File: config.mk
export PLATFORM = sky130hd
export DESIGN_NAME = spi_slave_responder
export DESIGN_NICKNAME = d
export VERILOG_FILES = /design/src/rtl/spi_slave_responder.sv
export SDC_FILE = /design/constraint.sdc
export NUM_CORES = 1
export LEC_CHECK = 0
export BUFFER_PORTS_ARGS = -buffer_cell sky130_fd_sc_hd__buf_2
export CELL_PAD_IN_SITES_DETAIL_PLACEMENT = 0
export CELL_PAD_IN_SITES_GLOBAL_PLACEMENT = 2
export CORE_MARGIN = 4
export CORE_UTILIZATION = 39
export DETAILED_ROUTE_END_ITERATION = 8
export PLACE_DENSITY_LB_ADDON = 0.1
export SETUP_SLACK_MARGIN = 0.5
export SLEW_MARGIN = 20
export SYNTH_ARGS = -nofsm -noshare
export SYNTH_HDL_FRONTEND = slang
export SYNTH_SLANG_ARGS = --single-unit
export TNS_END_PERCENT = 1
File: constraint.sdc
create_clock -name I_clk -period 2.1 [get_ports I_clk]
set_clock_uncertainty 0.15 [all_clocks]
set_input_delay 0.525 -clock I_clk [delete_from_list [all_inputs] [get_ports I_clk]]
set_output_delay 0.525 -clock I_clk [all_outputs]
set_load 0.05 [all_outputs]
File: src/rtl/spi_slave_responder.sv
// SPI mode-0 responder: oversamples the async SPI pins in I_clk, receives MOSI words and
// returns MISO words from a one-entry holding register (IDLE_WORD when nothing is queued).
module spi_slave_responder #(
  parameter int              WIDTH       = 8,
  parameter int              SYNC_STAGES = 2,
  parameter logic [WIDTH-1:0] IDLE_WORD  = WIDTH'(8'hFF)
) (
  input  logic             I_clk,
  input  logic             I_rst_n,
  input  logic             I_spi_sck,
  input  logic             I_spi_cs,
  input  logic             I_spi_mosi,
  output logic             O_spi_miso,
  input  logic [WIDTH-1:0] I_tx_data,
  input  logic             I_tx_valid,
  output logic             O_tx_ready,
  output logic [WIDTH-1:0] O_rx_data,
  output logic             O_rx_valid,
  output logic             O_tx_underrun,
  output logic             O_busy
);

  localparam int CW = $clog2(WIDTH + 1);

  typedef enum logic {IDLE, ACTIVE} state_t;
  state_t state, state_nxt;

  logic [SYNC_STAGES-1:0] sck_sync, cs_sync, mosi_sync;
  logic                   sck_d, cs_d;
  logic [SYNC_STAGES:0]   flush;
  logic                   armed;
  logic                   sck_s, cs_s, mosi_s;
  logic                   sck_rise, sck_fall, cs_rise, cs_fall;

  logic                   hold_full;
  logic [WIDTH-1:0]       hold_data;
  logic [WIDTH-1:0]       shift_tx, shift_rx;
  logic [CW-1:0]          bit_cnt;
  logic                   next_load;

  logic                   tx_accept, start_frame, end_frame, act_rise, act_fall;
  logic                   do_load, do_shift;
  logic [WIDTH-1:0]       load_word, rx_word;

  assign sck_s  = sck_sync[SYNC_STAGES-1];
  assign cs_s   = cs_sync[SYNC_STAGES-1];
  assign mosi_s = mosi_sync[SYNC_STAGES-1];

  // armed stays low until CS has been seen high with a flushed synchronizer, so a frame
  // already in progress when reset is released is ignored.
  always_ff @(posedge I_clk or negedge I_rst_n) begin
    if (!I_rst_n) begin
      sck_sync  <= '0;
      cs_sync   <= '1;
      mosi_sync <= '0;
      sck_d     <= 1'b0;
      cs_d      <= 1'b1;
      flush     <= '0;
      armed     <= 1'b0;
    end else begin
      sck_sync  <= {sck_sync[SYNC_STAGES-2:0], I_spi_sck};
      cs_sync   <= {cs_sync[SYNC_STAGES-2:0], I_spi_cs};
      mosi_sync <= {mosi_sync[SYNC_STAGES-2:0], I_spi_mosi};
      sck_d     <= sck_s;
      cs_d      <= cs_s;
      flush     <= {flush[SYNC_STAGES-1:0], 1'b1};
      if (flush[SYNC_STAGES] && cs_s && cs_d)
        armed <= 1'b1;
    end
  end

  assign sck_rise = sck_s & ~sck_d;
  assign sck_fall = ~sck_s & sck_d;
  assign cs_rise  = cs_s & ~cs_d;
  assign cs_fall  = ~cs_s & cs_d & armed;

  always_ff @(posedge I_clk or negedge I_rst_n) begin
    if (!I_rst_n)
      state <= IDLE;
    else
      state <= state_nxt;
  end

  always_comb begin
    state_nxt = state;
    case (state)
      IDLE:    if (cs_fall) state_nxt = ACTIVE;
      ACTIVE:  if (cs_rise) state_nxt = IDLE;
      default: state_nxt = IDLE;
    endcase
  end

  always_comb begin
    O_busy      = (state == ACTIVE);
    O_tx_ready  = ~hold_full;
    tx_accept   = I_tx_valid & ~hold_full;
    start_frame = (state == IDLE) & cs_fall;
    end_frame   = (state == ACTIVE) & cs_rise;
    act_rise    = (state == ACTIVE) & ~cs_rise & sck_rise;
    act_fall    = (state == ACTIVE) & ~cs_rise & sck_fall;
    do_load     = start_frame | (act_fall & next_load);
    do_shift    = act_fall & ~next_load;
    load_word   = hold_full ? hold_data : IDLE_WORD;
    rx_word     = {shift_rx[WIDTH-2:0], mosi_s};
  end

  // An accept can only happen while the holding register is empty, so it never races a
  // LOAD that drains it; a LOAD from empty takes IDLE_WORD and the new word waits.
  always_ff @(posedge I_clk or negedge I_rst_n) begin
    if (!I_rst_n) begin
      hold_full     <= 1'b0;
      hold_data     <= '0;
      shift_tx      <= '0;
      shift_rx      <= '0;
      bit_cnt       <= '0;
      next_load     <= 1'b0;
      O_spi_miso    <= 1'b0;
      O_rx_data     <= '0;
      O_rx_valid    <= 1'b0;
      O_tx_underrun <= 1'b0;
    end else begin
      O_rx_valid    <= 1'b0;
      O_tx_underrun <= 1'b0;

      if (tx_accept) begin
        hold_full <= 1'b1;
        hold_data <= I_tx_data;
      end else if (do_load) begin
        hold_full <= 1'b0;
      end

      if (do_load) begin
        shift_tx      <= load_word;
        O_spi_miso    <= load_word[WIDTH-1];
        O_tx_underrun <= ~hold_full;
      end else if (do_shift) begin
        shift_tx   <= {shift_tx[WIDTH-2:0], 1'b0};
        O_spi_miso <= shift_tx[WIDTH-2];
      end else if (end_frame) begin
        O_spi_miso <= 1'b0;
      end

      if (end_frame) begin
        bit_cnt   <= '0;
        next_load <= 1'b0;
      end else begin
        if (do_load)
          next_load <= 1'b0;
        if (act_rise) begin
          shift_rx <= rx_word;
          if (bit_cnt == CW'(WIDTH - 1)) begin
            bit_cnt    <= '0;
            next_load  <= 1'b1;
            O_rx_data  <= rx_word;
            O_rx_valid <= 1'b1;
          end else begin
            bit_cnt <= bit_cnt + CW'(1);
          end
        end
      end
    end
  end

endmodule

# Word level (Yosys, flattened, before mapping)
# Cells that the tools add are included.
# op_classes
reduce_logical	8
eq_ne	1
addsub	1
muxes	22
bitwise	23
# ops
op	count
1-bit two-way mux	15
7-bit two-way mux	2
1-bit AND	13
4-bit two-way mux	3
1-bit NOT	9
8-bit two-way mux	1
2-bit nonzero test	3
4-bit by 1-bit adder with 4-bit output (second input constant)	1
4-bit by 3-bit == test with 1-bit output (second input constant)	1
3-bit AND reduction	1
3-bit nonzero test	1
1-bit logical AND	2
1-bit one-hot mux with 2 select lines	1
2-bit AND reduction	1
1-bit OR	1
# totals
input_bits	14
register_bits	52
out_inout_bits	13
elab_cells	73

# Depth between registers and ports, before layout
# logic_depth
ltp_word	11
ltp_mapped	6
depth_no_buf	5

# Worst setup path before layout
# OpenSTA, ideal clock, no wires.
# synth_timing
kind	register to register
from	register state (netlist: O_busy)
to	register O_rx_data[7]
setup_ns	0.127
period_less_slack_ns	2.205
slack_ns	-0.105
arrival_time_ns	1.927
required_ns	1.823
path_buffers	2
path_stages_with_launch	7
cell_sequence	dfrtp_1 > buf_4 > inv_1 > or4_4 > buf_6 > inv_2 > mux2_1
# synth_via
elab_chain_len	3
word_cells_on_any_way	5
cone_classes	bitwise: 4; reduce/logical: 1
# synth_lines
element	line	text
start: declaration	26	state_t state, state_nxt;
start signal: assignment	81	state <= state_nxt;
1-bit AND (on tied branches)	99, 98	
1-bit AND or 1-bit NOT (tied branches)	--	
3-bit AND reduction (no source line) *	--	
end signal: assignment	154	O_rx_data <= rx_word;
end: declaration	17	output logic [WIDTH-1:0] O_rx_data,
# Every way passes the cells marked *; elsewhere a longest branch is shown, timed or not.
# A chain may end at the register's enable or synchronous reset.

# Worst setup path in the final report
# layout_timing
from	register cs_d
to	register O_rx_data[7]
# layout_via
elab_chain_len	6
word_cells_on_any_way	8
cone_classes	bitwise: 7; reduce/logical: 1
# layout_lines
element	line	text
start: declaration	29	logic sck_d, cs_d;
start signal: assignment	65	cs_d <= cs_s;
1-bit NOT *	74	assign cs_rise = cs_s & ~cs_d;
1-bit AND *	74	
1-bit NOT	99	act_rise = (state == ACTIVE) & ~cs_rise & sck_rise;
1-bit AND (2 in a row)	99	
3-bit AND reduction (no source line) *	--	
# Marked as above.

==> impl_metrics.prom <==
# TYPE chip_impl_metric gauge
chip_impl_info{name="run_status",value="complete, no violations"} 1
chip_impl_metric{name="fin_crit_sh",unit="%"} 90.0
chip_impl_info{name="tritoncts",value="built"} 1
chip_impl_metric{name="syn_to_final_growth",unit="%"} 17.1
chip_impl_metric{name="cts_hold_buffers",unit=""} 0
chip_impl_metric{name="final_layout_size_suffix_gt1_share",unit="%"} 43.4
chip_impl_metric{name="buffer_and_inverter_count_on_the_worst_path",unit=""} 1
chip_impl_metric{name="cts_sinks",unit=""} 52
chip_impl_metric{name="gpl.final_weighted_congestion",unit=""} 0.748
chip_impl_metric{name="design.portCount",unit=""} 27
chip_impl_metric{name="layout.core_utilization",unit="%"} 46.8
chip_impl_info{name="synth_top_family_by_area",value="multiplexers"} 1
chip_impl_info{name="worst_path_dominant_cell_family",value="simple AND/OR/NAND/NOR gates"} 1
chip_impl_metric{name="floorplan.initialDensity",unit="%"} 40.0
chip_impl_metric{name="ys.warnings.count",unit=""} 0
chip_impl_metric{name="antenna_found_initial",unit=""} 0
chip_impl_metric{name="ctsHtreeMaxLevel",unit=""} 2
chip_impl_metric{name="wire_length_of_the_first_global_routing_pass",unit="µm"} 6770
chip_impl_metric{name="via_count",unit=""} 1383
chip_impl_metric{name="netlist_instances",unit=""} 164
chip_impl_metric{name="pwr_density_cell",unit="nW/µm²"} 1010
chip_impl_metric{name="synth_compound_area_share",unit="%"} 10.9
chip_impl_metric{name="grt_usage",unit="%"} 11.9
chip_impl_metric{name="placeableCoreArea",unit="µm²"} 5470
chip_impl_metric{name="floorplan.die.width",unit="µm"} 82.9
chip_impl_metric{name="io_buffer_count",unit=""} 26
chip_impl_metric{name="critical_path_required",unit="ps"} 2150
chip_impl_metric{name="ir_drop",unit="mV"} 0.427
chip_impl_metric{name="fmax",unit="MHz"} 529
chip_impl_metric{name="cts.clk_slew.worst_paths",unit="ps"} 100
chip_impl_metric{name="finalWorstPathRequiredPeriod",unit="ps"} 1890
chip_impl_metric{name="antenna_cells",unit=""} 0
chip_impl_metric{name="die_height",unit="µm"} 82.9
chip_impl_metric{name="fp.dieArea",unit="µm²"} 6870
chip_impl_metric{name="clock_insertion_delay_worst_skew",unit="ps"} 300
chip_impl_metric{name="cp_max_fo",unit=""} 8
chip_impl_metric{name="footprint_of_the_flip_flops_and_latches",unit="µm²"} 1310
chip_impl_metric{name="crit_arrival",unit="ps"} 1940
chip_impl_metric{name="finalSetupViolations",unit=""} 0
chip_impl_metric{name="clk_path_buf_depth",unit=""} 2
chip_impl_info{name="rsz0062_at_grt",value="true"} 1
chip_impl_metric{name="comb_power_share",unit="%"} 23.8
chip_impl_info{name="timing.critical_path.slowest_stage_cell",value="or4_4"} 1
chip_impl_metric{name="first_pass_iters",unit=""} 4
chip_impl_info{name="cts-root-buf",value="clkbuf_8"} 1
chip_impl_metric{name="ys_seq_elements",unit=""} 52
chip_impl_metric{name="synth_xor_area_share",unit="%"} 0
chip_impl_metric{name="detailedPlacementHpwl",unit="µm"} 2660
chip_impl_metric{name="worst_path_largest_cell_delay",unit="ps"} 620
chip_impl_metric{name="power.sequential.fraction",unit="%"} 54.0
chip_impl_metric{name="netlist-cell-type-count",unit=""} 38
chip_impl_metric{name="cts_made_buffers",unit=""} 5
chip_impl_metric{name="power.share.clock",unit="%"} 22.2
chip_impl_metric{name="synth.avg_cell_area",unit="µm²"} 13.3
chip_impl_info{name="crit_path_start_kind",value="flop"} 1
chip_impl_metric{name="synthesized_netlist_net_count",unit=""} 179
chip_impl_metric{name="p_sw",unit="µW"} 778
chip_impl_metric{name="drtIter0Drc",unit=""} 24
chip_impl_info{name="timing.critical_path.cells",value="nor2b_4 > or4_4 > inv_4 > mux2_4"} 1
chip_impl_metric{name="total_neg_setup_slack",unit="ps"} 0
chip_impl_metric{name="wl_per_cell",unit="µm"} 14.0
chip_impl_metric{name="netSwitchingFraction",unit="%"} 30.2
chip_impl_metric{name="adder_cell_share_of_the_synthesized_area",unit="%"} 0.572
chip_impl_metric{name="synth_sequential_area_ratio",unit="%"} 59.7
chip_impl_info{name="worstSetupEndpointType",value="flop"} 1
chip_impl_metric{name="synthSimpleGateAreaFrac",unit="%"} 11.4
chip_impl_metric{name="multi_input_area",unit="µm²"} 843
chip_impl_info{name="hold_removal_path_class",value="input port to asynchronous set/reset pin"} 1
chip_impl_metric{name="number_of_global_route_vias_before_repair",unit=""} 1399
chip_impl_metric{name="detail-route-antenna-nets",unit=""} 0
chip_impl_info{name="critical_path_class",value="flop to flop"} 1
chip_impl_metric{name="drt_wl_total",unit="µm"} 3780
chip_impl_metric{name="synthMuxAreaShare",unit="%"} 14.4
chip_impl_metric{name="gr_ovfl_total",unit=""} 0
chip_impl_metric{name="synth.cell_area",unit="µm²"} 2190
chip_impl_metric{name="cellLeakagePower",unit="µW"} 0.00127
chip_impl_metric{name="nets",unit=""} 212
chip_impl_metric{name="fp-row-count",unit=""} 27
chip_impl_metric{name="timing.final.max_slew_violations",unit=""} 0
chip_impl_metric{name="drc",unit=""} 0
chip_impl_metric{name="grt_max_degree",unit=""} 34
chip_impl_metric{name="nFillCells",unit=""} 534
chip_impl_metric{name="power_report.internal_total",unit="µW"} 1800
chip_impl_metric{name="drv_cap",unit=""} 0
chip_impl_metric{name="vias_per_cell",unit=""} 5.12
chip_impl_metric{name="timing.final.hold_violations",unit=""} 0
[flip-flops by register name (all words and copies together), names as in the netlist]
signal / cells
cs_d: 1
flush: 3
armed: 1
O_tx_underrun: 1
mosi_sync: 2
hold_full: 1
O_spi_miso: 1
O_busy: 1
O_rx_data: 8
cs_sync: 2
sck_d: 1
O_rx_valid: 1
next_load: 1
shift_tx: 7
shift_rx: 7
hold_data: 8
bit_cnt: 4
sck_sync: 2
[power by group through the flow]
stage	Combinational [µW]	Sequential (µW)	Clock [µW]
finish	612	1390	572
CTS	623	1390	596
detailed placement	612	1420	0
global route	682	1430	638
floorplan	464	1400	0
global placement	602	1400	0
[worst reg2reg max path, cell delays in order, from the launching register on]
cell and delay (ps):
dfstp_2 580, nor2b_4 50, or4_4 620, inv_4 100, mux2_4 290
[cells in the final DEF, fill, tap and decap left out, types with 2 or more instances in the layout]
cell type	instances
a21oi_1	2
a22o_1	6
a31o_2	3
a41o_1	6
buf_2	26
buf_4	8
clkbuf_8	5
dfrtp_1	48
dfstp_2	3
inv_1	4
mux2_2	14
mux2_4	8
mux2i_1	4
nand2_1	4
nand2b_1	2
nand3_1	2
nand3b_1	3
nand4_1	3
nor2b_1	9
o21ai_0	8
or2_2	7
[logic make-up after synthesis]
logic type,after synthesis
other,1
adder cells (fa/ha/maj),1
flip-flops,52
AO/OA/AOI/OAI,31
buffers and inverters,14
multiplexers,26
AND/OR/NAND/NOR,39
[what timing repair did]
action	in CTS	in global routing
pin swaps	1	0
cloned	0	0
gates resized for setup	3	1
setup endpoints to repair	37	50
buffers inserted	3	0
[final cells by class]
class	count	area share, %
multi-input combinational	98	32.9
sequential	52	51.0
tap	72	3.52
timing repair buffer	35	8.21
clock buffer	5	2.69
inverter	5	0.830
clock inverter	3	0.830
[cells in the mapped netlist]
master	instances	area, µm²
o22ai_1	1	6.26
clkbuf_1	7	26.3
and3_1	1	6.26
buf_6	1	11.3
nand4_1	3	18.8
ha_1	1	12.5
a221o_1	1	10.0
nand3_1	2	10.0
inv_1	4	15.0
mux2_1	1	11.3
conb_1	1	3.75
nand4bb_1	1	11.3
or2_2	7	43.8
and2_1	1	6.26
nor4_1	1	6.26
mux2_2	14	158
inv_2	1	3.75
a31o_2	3	26.3
buf_4	1	7.51
nand2_1	4	15.0
nor2_1	1	3.75
mux2_4	7	105
o21ai_0	8	40.0
a31oi_1	1	6.26
nor2b_1	10	62.6
dfstp_2	3	78.8
nand2b_1	3	18.8
a21oi_1	2	10.0
mux2i_1	4	40.0
or4_4	1	11.3
a31oi_2	1	12.5
nand3b_1	3	22.5
a22o_1	6	52.6
dfrtp_1	49	1230
o31ai_1	1	7.51
and4bb_2	1	12.5
a41o_1	6	60.1
a21boi_0	1	7.51
[worst paths after layout]
path	slack, ps	cells past startpoint	to	startpoint
worst max register to register	210	4	O_rx_data[7]	cs_d
min in group I_clk	160	1	cs_sync[0]	I_spi_cs
worst max-delay path	210	4	O_rx_data[7]	cs_d
worst min-delay path	10	1	sck_sync[0]	I_rst_n
worst min register to register	210	0	mosi_sync[1]	mosi_sync[0]
max in group asynchronous	1260	2	hold_data[6]	I_rst_n
[through the flow]
step | instance area (µm²) | setup slack [ps] | power, µW | hold WS, ps | std cells
2_1_floorplan | 2200 | 172 | 1860 | 79.4 | 164
3_3_place_gp | 2430 | 149 | 2010 | 182 | 259
3_5_place_dp | 2430 | 94.6 | 2030 | 187 | 259
4_1_cts | 2560 | 205 | 2610 | 21.1 | 270
5_1_grt | 2560 | 141 | 2750 | 40.9 | 270
6_report | 2560 | 210 | 2570 | 14.6 | 270
[per-layer routing]
layer | wire length, µm | GRT usage, % | vias to the layer above
li1 | - | - | 655
met1 | 1770 | 14.6 | 697
met2 | 1790 | 19.7 | 26
met3 | 164 | 3.67 | 5
met4 | 59 | 4.46 | 0
met5 | 0 | 0 | -
Note: power is estimated with default switching activity, not from simulation.
